## src/rtl/uart_pkg.sv

```systemverilog
// rtl/uart_pkg.sv - shared types and frame-length helper for the UART TX feeder
package uart_pkg;

   localparam int N_DEFAULT = 8;

   typedef enum logic {
      IDLE = 1'b0,
      GAP  = 1'b1
   } feeder_state_t;

   // start + N data + parity + stop
   function automatic int frame_len(input int n);
      return n + 3;
   endfunction

endpackage

```

## src/rtl/uart_sync_fifo.sv

```systemverilog
// rtl/uart_sync_fifo.sv - synchronous circular-buffer FIFO shared by the UART TX and RX paths
module uart_sync_fifo #(
   parameter  int N     = 8,
   parameter  int DEPTH = 8,
   localparam int PW    = $clog2(DEPTH),
   localparam int LW    = $clog2(DEPTH + 1)
) (
   input  logic          clk,
   input  logic          rst_n,
   input  logic          push,
   input  logic          pop,
   input  logic [N-1:0]  wdata,
   output logic [N-1:0]  rdata,
   output logic [LW-1:0] level,
   output logic          full,
   output logic          empty
);

   logic [N-1:0]  r_mem [DEPTH];
   logic [PW-1:0] r_wr_ptr;
   logic [PW-1:0] r_rd_ptr;
   logic [LW-1:0] r_level;
   logic          w_push;
   logic          w_pop;

   // full is taken from the registered level, so a same-cycle pop never frees a slot
   assign w_push = rst_n & push & ~full;
   assign w_pop  = pop & ~empty;

   always_ff @(posedge clk) begin
      if (w_push) begin
         r_mem[r_wr_ptr] <= wdata;
      end
   end

   always_ff @(posedge clk) begin
      if (!rst_n) begin
         r_wr_ptr <= '0;
         r_rd_ptr <= '0;
         r_level  <= '0;
      end else begin
         if (w_push) begin
            r_wr_ptr <= r_wr_ptr + PW'(1);
         end
         if (w_pop) begin
            r_rd_ptr <= r_rd_ptr + PW'(1);
         end
         case ({w_push, w_pop})
            2'b10:   r_level <= r_level + LW'(1);
            2'b01:   r_level <= r_level - LW'(1);
            default: r_level <= r_level;
         endcase
      end
   end

   assign rdata = r_mem[r_rd_ptr];
   assign level = r_level;
   assign full  = (r_level == LW'(DEPTH));
   assign empty = (r_level == '0);

endmodule

```

## src/rtl/uart_tx_feeder.sv

```systemverilog
// rtl/uart_tx_feeder.sv - queues words and issues them to the UART transmitter one frame apart
module uart_tx_feeder
   import uart_pkg::*;
#(
   parameter  int N         = N_DEFAULT,
   parameter  int DEPTH     = 8,
   parameter  int FRAME_LEN = frame_len(N),
   localparam int LW        = $clog2(DEPTH + 1),
   localparam int GW        = $clog2(FRAME_LEN)
) (
   input  logic          clk,
   input  logic          rst_n,
   input  logic [N-1:0]  in_data,
   input  logic          in_valid,
   output logic          in_ready,
   output logic [N-1:0]  data,
   output logic          up_data,
   output logic          busy,
   output logic [LW-1:0] level
);

   feeder_state_t r_state;
   feeder_state_t w_state_nxt;
   logic [GW-1:0] r_gap_cnt;
   logic [GW-1:0] w_gap_nxt;
   logic [N-1:0]  r_data;
   logic [N-1:0]  w_data_nxt;
   logic          r_up_data;
   logic          w_up_nxt;
   logic          w_pop;
   logic          w_push;
   logic [N-1:0]  w_rdata;
   logic [LW-1:0] w_level;
   logic          w_full;
   logic          w_empty;

   assign in_ready = rst_n & ~w_full;
   assign w_push   = in_valid & in_ready;

   uart_sync_fifo #(
      .N     (N),
      .DEPTH (DEPTH)
   ) u_fifo (
      .clk   (clk),
      .rst_n (rst_n),
      .push  (w_push),
      .pop   (w_pop),
      .wdata (in_data),
      .rdata (w_rdata),
      .level (w_level),
      .full  (w_full),
      .empty (w_empty)
   );

   always_comb begin
      w_state_nxt = r_state;
      w_gap_nxt   = r_gap_cnt;
      w_data_nxt  = r_data;
      w_up_nxt    = 1'b0;
      w_pop       = 1'b0;
      case (r_state)
         IDLE: begin
            if (!w_empty) begin
               w_pop       = 1'b1;
               w_data_nxt  = w_rdata;
               w_up_nxt    = 1'b1;
               w_gap_nxt   = GW'(FRAME_LEN - 1);
               w_state_nxt = GAP;
            end
         end
         GAP: begin
            // leaving at count 1 lets the next pop land exactly FRAME_LEN edges after the last
            w_gap_nxt = r_gap_cnt - GW'(1);
            if (r_gap_cnt == GW'(1)) begin
               w_state_nxt = IDLE;
            end
         end
         default: w_state_nxt = IDLE;
      endcase
   end

   always_ff @(posedge clk) begin
      if (!rst_n) begin
         r_state   <= IDLE;
         r_gap_cnt <= '0;
         r_data    <= '0;
         r_up_data <= 1'b0;
      end else begin
         r_state   <= w_state_nxt;
         r_gap_cnt <= w_gap_nxt;
         r_data    <= w_data_nxt;
         r_up_data <= w_up_nxt;
      end
   end

   assign data    = r_data;
   assign up_data = r_up_data;
   assign level   = w_level;
   assign busy    = (w_level != '0) | (r_state == GAP);

endmodule
```

## config.mk

```make
export PLATFORM = sky130hd
export DESIGN_NAME = uart_tx_feeder
export DESIGN_NICKNAME = d
export VERILOG_FILES = /design/src/rtl/uart_pkg.sv /design/src/rtl/uart_sync_fifo.sv /design/src/rtl/uart_tx_feeder.sv
export SDC_FILE = /design/constraint.sdc
export NUM_CORES = 1
export LEC_CHECK = 0
export ABC_CLOCK_PERIOD_IN_PS = 7700
export CAP_MARGIN = 0
export CORE_MARGIN = 1.5
export CORE_UTILIZATION = 62
export CTS_CLUSTER_SIZE = 40
export DETAILED_ROUTE_END_ITERATION = 10
export PLACE_DENSITY = 0.88
export SLEW_MARGIN = 20
export SYNTH_ARGS = -nofsm -noshare
export SYNTH_HDL_FRONTEND = slang
export SYNTH_SLANG_ARGS = --single-unit
```

## constraint.sdc

```tcl
create_clock -name clk -period 7.7 [get_ports clk]
set_clock_uncertainty 0.15 [all_clocks]
set_input_delay 1.54 -clock clk [delete_from_list [all_inputs] [get_ports clk]]
set_output_delay 1.54 -clock clk [all_outputs]
set_load 0.005 [all_outputs]
```

* Word-level counts from Yosys, hierarchy flattened
Memories as Yosys holds them, arrays and structs flattened. A register that Yosys moved wholly into a read port is not among the register bits.
Index checks and enable logic that the tools add are counted.
** Cells by class
- Divide/modulo/power cells :: 0
- Mux-type cells :: 9
- Reductions and logical operators :: 5
- Multipliers :: 0
- Shift operators :: 0
- Bitwise logic cells :: 9
- Order comparisons :: 0
- Eq/ne operators :: 5
- Add/sub/neg operators :: 5
** Operators with widths (number)
- 4-bit case mux with 2 select lines :: 2
- 4-bit by 1-bit subtractor with 4-bit output, second input constant :: 2
- 3-bit by 1-bit adder with 3-bit output, second input constant :: 2
- 1-bit bitwise AND :: 5
- 1-bit 2-to-1 mux :: 5
- 4-bit by 1-bit adder with 4-bit output, second input constant :: 1
- 4-bit by 1-bit equality test with 1-bit output, second input constant :: 1
- 4-bit equality test, second input constant :: 1
- 4-bit logical NOT :: 1
- 4-bit 2-to-1 mux :: 1
- 4-bit nonzero test :: 1
- 1-bit inverter :: 3
- 2-bit by 1-bit equality test with 1-bit output, second input constant :: 1
- 2-bit equality test, second input constant :: 1
- 2-bit inequality test, second input constant :: 1
- 1-bit case mux with 2 select lines :: 1
- 2-bit AND reduction :: 1
- 2-bit nonzero test :: 1
- 1-bit logical NOT :: 1
- 1-bit OR :: 1
** Storage, ports and cells
- Memory bits (writable) :: 64
- Output and inout bits :: 15
- Word-level logic and storage cells :: 40
- Input bits :: 11
- Latch bits :: 0
- Register bits after elaboration :: 16
- Memories kept :: 1
- Bits in read-only memories :: 0
** Memories
- u_fifo.r_mem :: depth 8, width 8, rd ports 1, clocked after Yosys merged registers in 1, write ports 1, RTL line uart_sync_fifo.sv:19 : logic [N-1:0] r_mem [DEPTH];

* Logic depth before layout (Yosys ltp)
- Depth in word-level cells :: 8
- Mapped depth :: 12
- Mapped depth without buffers :: 9

* Cells and area by module
From an unflattened synthesis, not the netlist that was laid out.
** Second synthesis, totals
- Cell total of the unflattened synthesis :: 238
- Area, all modules :: 3682.3 um2
** Modules (own cells, without submodules)
- uart_sync_fifo :: cells each 168, seq. area each 2182.1 um2, area an instance 3108.0 um2, times used 1
- uart_tx_feeder :: cells each 70, seq. area each 280.3 um2, area an instance 574.3 um2, times used 1

* Least setup slack after synthesis
No wires, ideal clock.
- Path kind :: input -> output
- Start point :: input rst_n
- End point :: output in_ready
- Required time :: 6010 ps
- Stages on the path :: 2
- Path slack :: 4257 ps
- Arrival :: 1753 ps
- Cell sequence :: inv_1 nor2_1
** Between the ends
- Cells in the longest elaborated chain, start to end :: 1
** RTL lines
- from (decl) :: RTL line uart_tx_feeder.sv:12 : input logic rst_n,
- 1-bit bitwise AND :: RTL line uart_tx_feeder.sv:37 : assign in_ready = rst_n & ~w_full;
- to (decl) :: RTL line uart_tx_feeder.sv:15 : output logic in_ready,
Every way passes these cells.

* Final worst setup path
Same ends and word-level chain as after synthesis.

==> results.py <==
metrics = {
    "routing": {
        "final_antenna_net_count": 0,
        "drc": 0,
        "viasPerCell": 6.00,
        "first_iter_violations": 258,
        "wirelength_um": 6260,
        "firstDrtPassIters": 4,
        "drt-wirelength-per-cell_um": 19.1,
        "vias": 1962,
    },
    "die": {
        "ioPinCount": 26,
        "die-width_um": 77.7,
        "initial_utilization_pct": 63.6,
        "rows": 27,
        "coreArea_mm2": 0.00544,
        "die_h_um": 77.7,
        "die-area_mm2": 0.00604,
    },
    "worst_setup_path": {
        "endpoint_kind": "output pin",
        "critPathRequiredTime_ns": 6.01,
        "critPathArrivalTime_ns": 3.52,
        "path_class": "input pin to output pin",
        "crit_fanout": 14,
        "critPathLaunchType": "input pin",
    },
    "timing": {
        "worst_pin_slew_ns": 1.18,
        "holdWs_ns": 0.336,
        "tns_ns": 0,
        "relSlewSlack_pct": 20.8,
        "period_needed_ns": 5.21,
        "rsz0062_at_grt": "false",
        "post-route-period-util_pct": 67.6,
        "max_freq_mhz": 192,
        "hold_violations": 0,
        "slew_violations": 0,
        "finalSetupViolCount": 0,
    },
    "power": {
        "p_leak_nw": 1.33,
        "totalPowerFinal_w": 0.00136,
        "power_density_mw_per_mm2": 341,
        "peakVddDrop_mv": 0.241,
    },
    "clock_network": {
        "cts_buffer_depth": 2,
        "cts.clk_slew.worst_paths_ns": 0.08,
        "cts_resized": 0,
        "post_cts_buffers": 0,
        "cts-htree-levels": 3,
        "cts_tree": "done",
        "cts_sinks": 88,
        "numCtsBuffers": 9,
        "clk_latency_ns": 0.35,
        "hold_buffers": 0,
        "cts_root_buffer": "clkbuf_8",
    },
    "cells_and_area": {
        "fillers": 331,
        "regArea_mm2": 0.00240,
        "fin_util_pct": 73.2,
        "area_growth_pct": 15.0,
        "mostFrequentLayoutCells": "64 x edfxtp_1, 25 x clkdlybuf4s50_1, 24 x dfxtp_1",
        "multiInputGateArea_um2": 985,
        "nNetsFinal": 268,
        "mostFrequentLayoutCell": "edfxtp_1",
        "n_antenna_cell": 0,
        "drive_above_1_share_pct": 15.3,
    },
    "synthesis": {
        "ys_seq_elements": 88,
        "synth_edf_count": 64,
        "synthAdderAreaFrac_pct": 2.53,
        "syn_avg_cell_area_um2": 15.9,
        "synth.yosys.seq_area_share_pct": 69.4,
        "muxShareOfSynthArea_pct": 11.3,
        "syn_inst": 218,
        "synth_top_area_share_pct": 55.5,
        "synthArstFlopShare_pct": 0,
        "ys_warn_count": 0,
        "syn_area_mm2": 0.00346,
        "synthSimpleGateAreaFrac_pct": 7.95,
        "yosys.area_share.xor_xnor_pct": 1.77,
        "yosysUniqueCellTypes": 35,
        "syn_nets": 236,
        "netlist_top_cells_area": "edfxtp_1 56%, dfxtp_1 14%, mux4_2 10%",
        "synth_top_family_by_area": "multiplexers",
        "synth_area_leader_cell": "edfxtp_1",
        "synth_compound_area_share_pct": 4.77,
        "synth-main-ff-cell": "edfxtp_1",
    },
    "global_route": {
        "grt_pass1_vias": 1907,
        "grt_max_degree": 19,
        "grt_usage_pct": 22.9,
        "grt_pass1_wl_um": 9810,
        "antenna_found_initial": 0,
        "grt.overflow.total": 0,
    },
    "status": {
        "outcome": "complete, no violations",
    },
    "placed_design": {
        "io_buffers": 25,
        "post-dp-hpwl_um": 3940,
        "gp_routability_congestion": 0.768,
    },
    "run": {
        "maxCapViolations": 0,
    },
    "min_path": {
        "holdCritPathClass": "flop to flop",
    },
}
-- kinds of logic (layout without fill, tap and decap cells) --
group / after synthesis / count (layout)
buf+inv: 16 / 53
xor+xnor: 7 / 7
mux: 19 / 19
fa+ha+maj: 7 / 7
simple gates: 53 / 53
flops: 88 / 88
compound gates: 28 / 28
-- Yosys cell counts, types with 2 or more instances --
master / count
dfxtp_1: 24
nor2b_1: 3
ha_1: 7
a21oi_1: 5
mux2i_1: 3
nor2_1: 20
nor3_1: 7
nand3_1: 4
o21ai_0: 3
inv_1: 7
buf_6: 2
clkbuf_1: 3
mux4_2: 16
buf_2: 3
nand2b_1: 3
o22ai_1: 8
xor2_1: 6
or3_1: 3
o21ai_1: 7
nor4_1: 2
nand2_1: 3
edfxtp_1: 64
nor4b_1: 2
nand3b_1: 2
-- path summary, 6_finish.rpt --
kind,from,end,slack [ns],depth (start not counted)
worst min register to register,r_gap_cnt[3],r_gap_cnt[3],0.34,1
worst max-delay path,rst_n,in_ready,2.49,4
worst min-delay path,r_gap_cnt[3],r_gap_cnt[3],0.34,1
worst max register to register,u_fifo.level[0],u_fifo.level[2],4.83,9
-- power breakdown --
part           internal [W]  leakage, nW  switching, W
sequential         0.000563        0.776     0.0000535
clock              0.000148       0.0937      0.000152
combinational      0.000228        0.462      0.000213
total              0.000939         1.33      0.000418
-- stage by stage --
stage	instance area [um^2]	cells	worst slack, ns
after global placement	3790	311	2.57
after detailed placement	3790	311	2.55
after global routing	3980	327	2.40
after floorplan	3460	218	4.26
final	3980	327	2.49
after CTS	3980	327	2.54
-- flip-flops by register name, summed over array words and instances, names as in the netlist --
register	cells
u_fifo.level	4
up_data	1
r_state	1
u_fifo.r_mem	64
data	8
r_gap_cnt	4
u_fifo.r_wr_ptr	3
u_fifo.r_rd_ptr	3
-- metal layers --
metal | up-vias | part of all wire, % | global-route usage (%)
met1 | 974 | 40 | 29.1
li1 | 904 | - | -
met4 | 0 | 1.2 | 10.5
met5 | - | 0 | 0
met3 | 8 | 6.6 | 4.71
met2 | 76 | 52 | 38.0
-- final cells by class --
class / instances / share of cell area, %
Tap cell: 72 / 2.26
Timing Repair Buffer: 30 / 7.23
Multi-Input combinational cell: 114 / 24.7
Sequential cell: 88 / 60.4
Clock buffer: 10 / 3.21
Inverter: 7 / 0.660
Clock inverter: 6 / 1.51
-- critical path, stage by stage --
cell and delay (ns):
clkdlybuf4s50_1 0.84, inv_1 0.38, nor2_1 0.23, clkdlybuf4s50_1 0.52
Power figures use the tool's default switching activity.
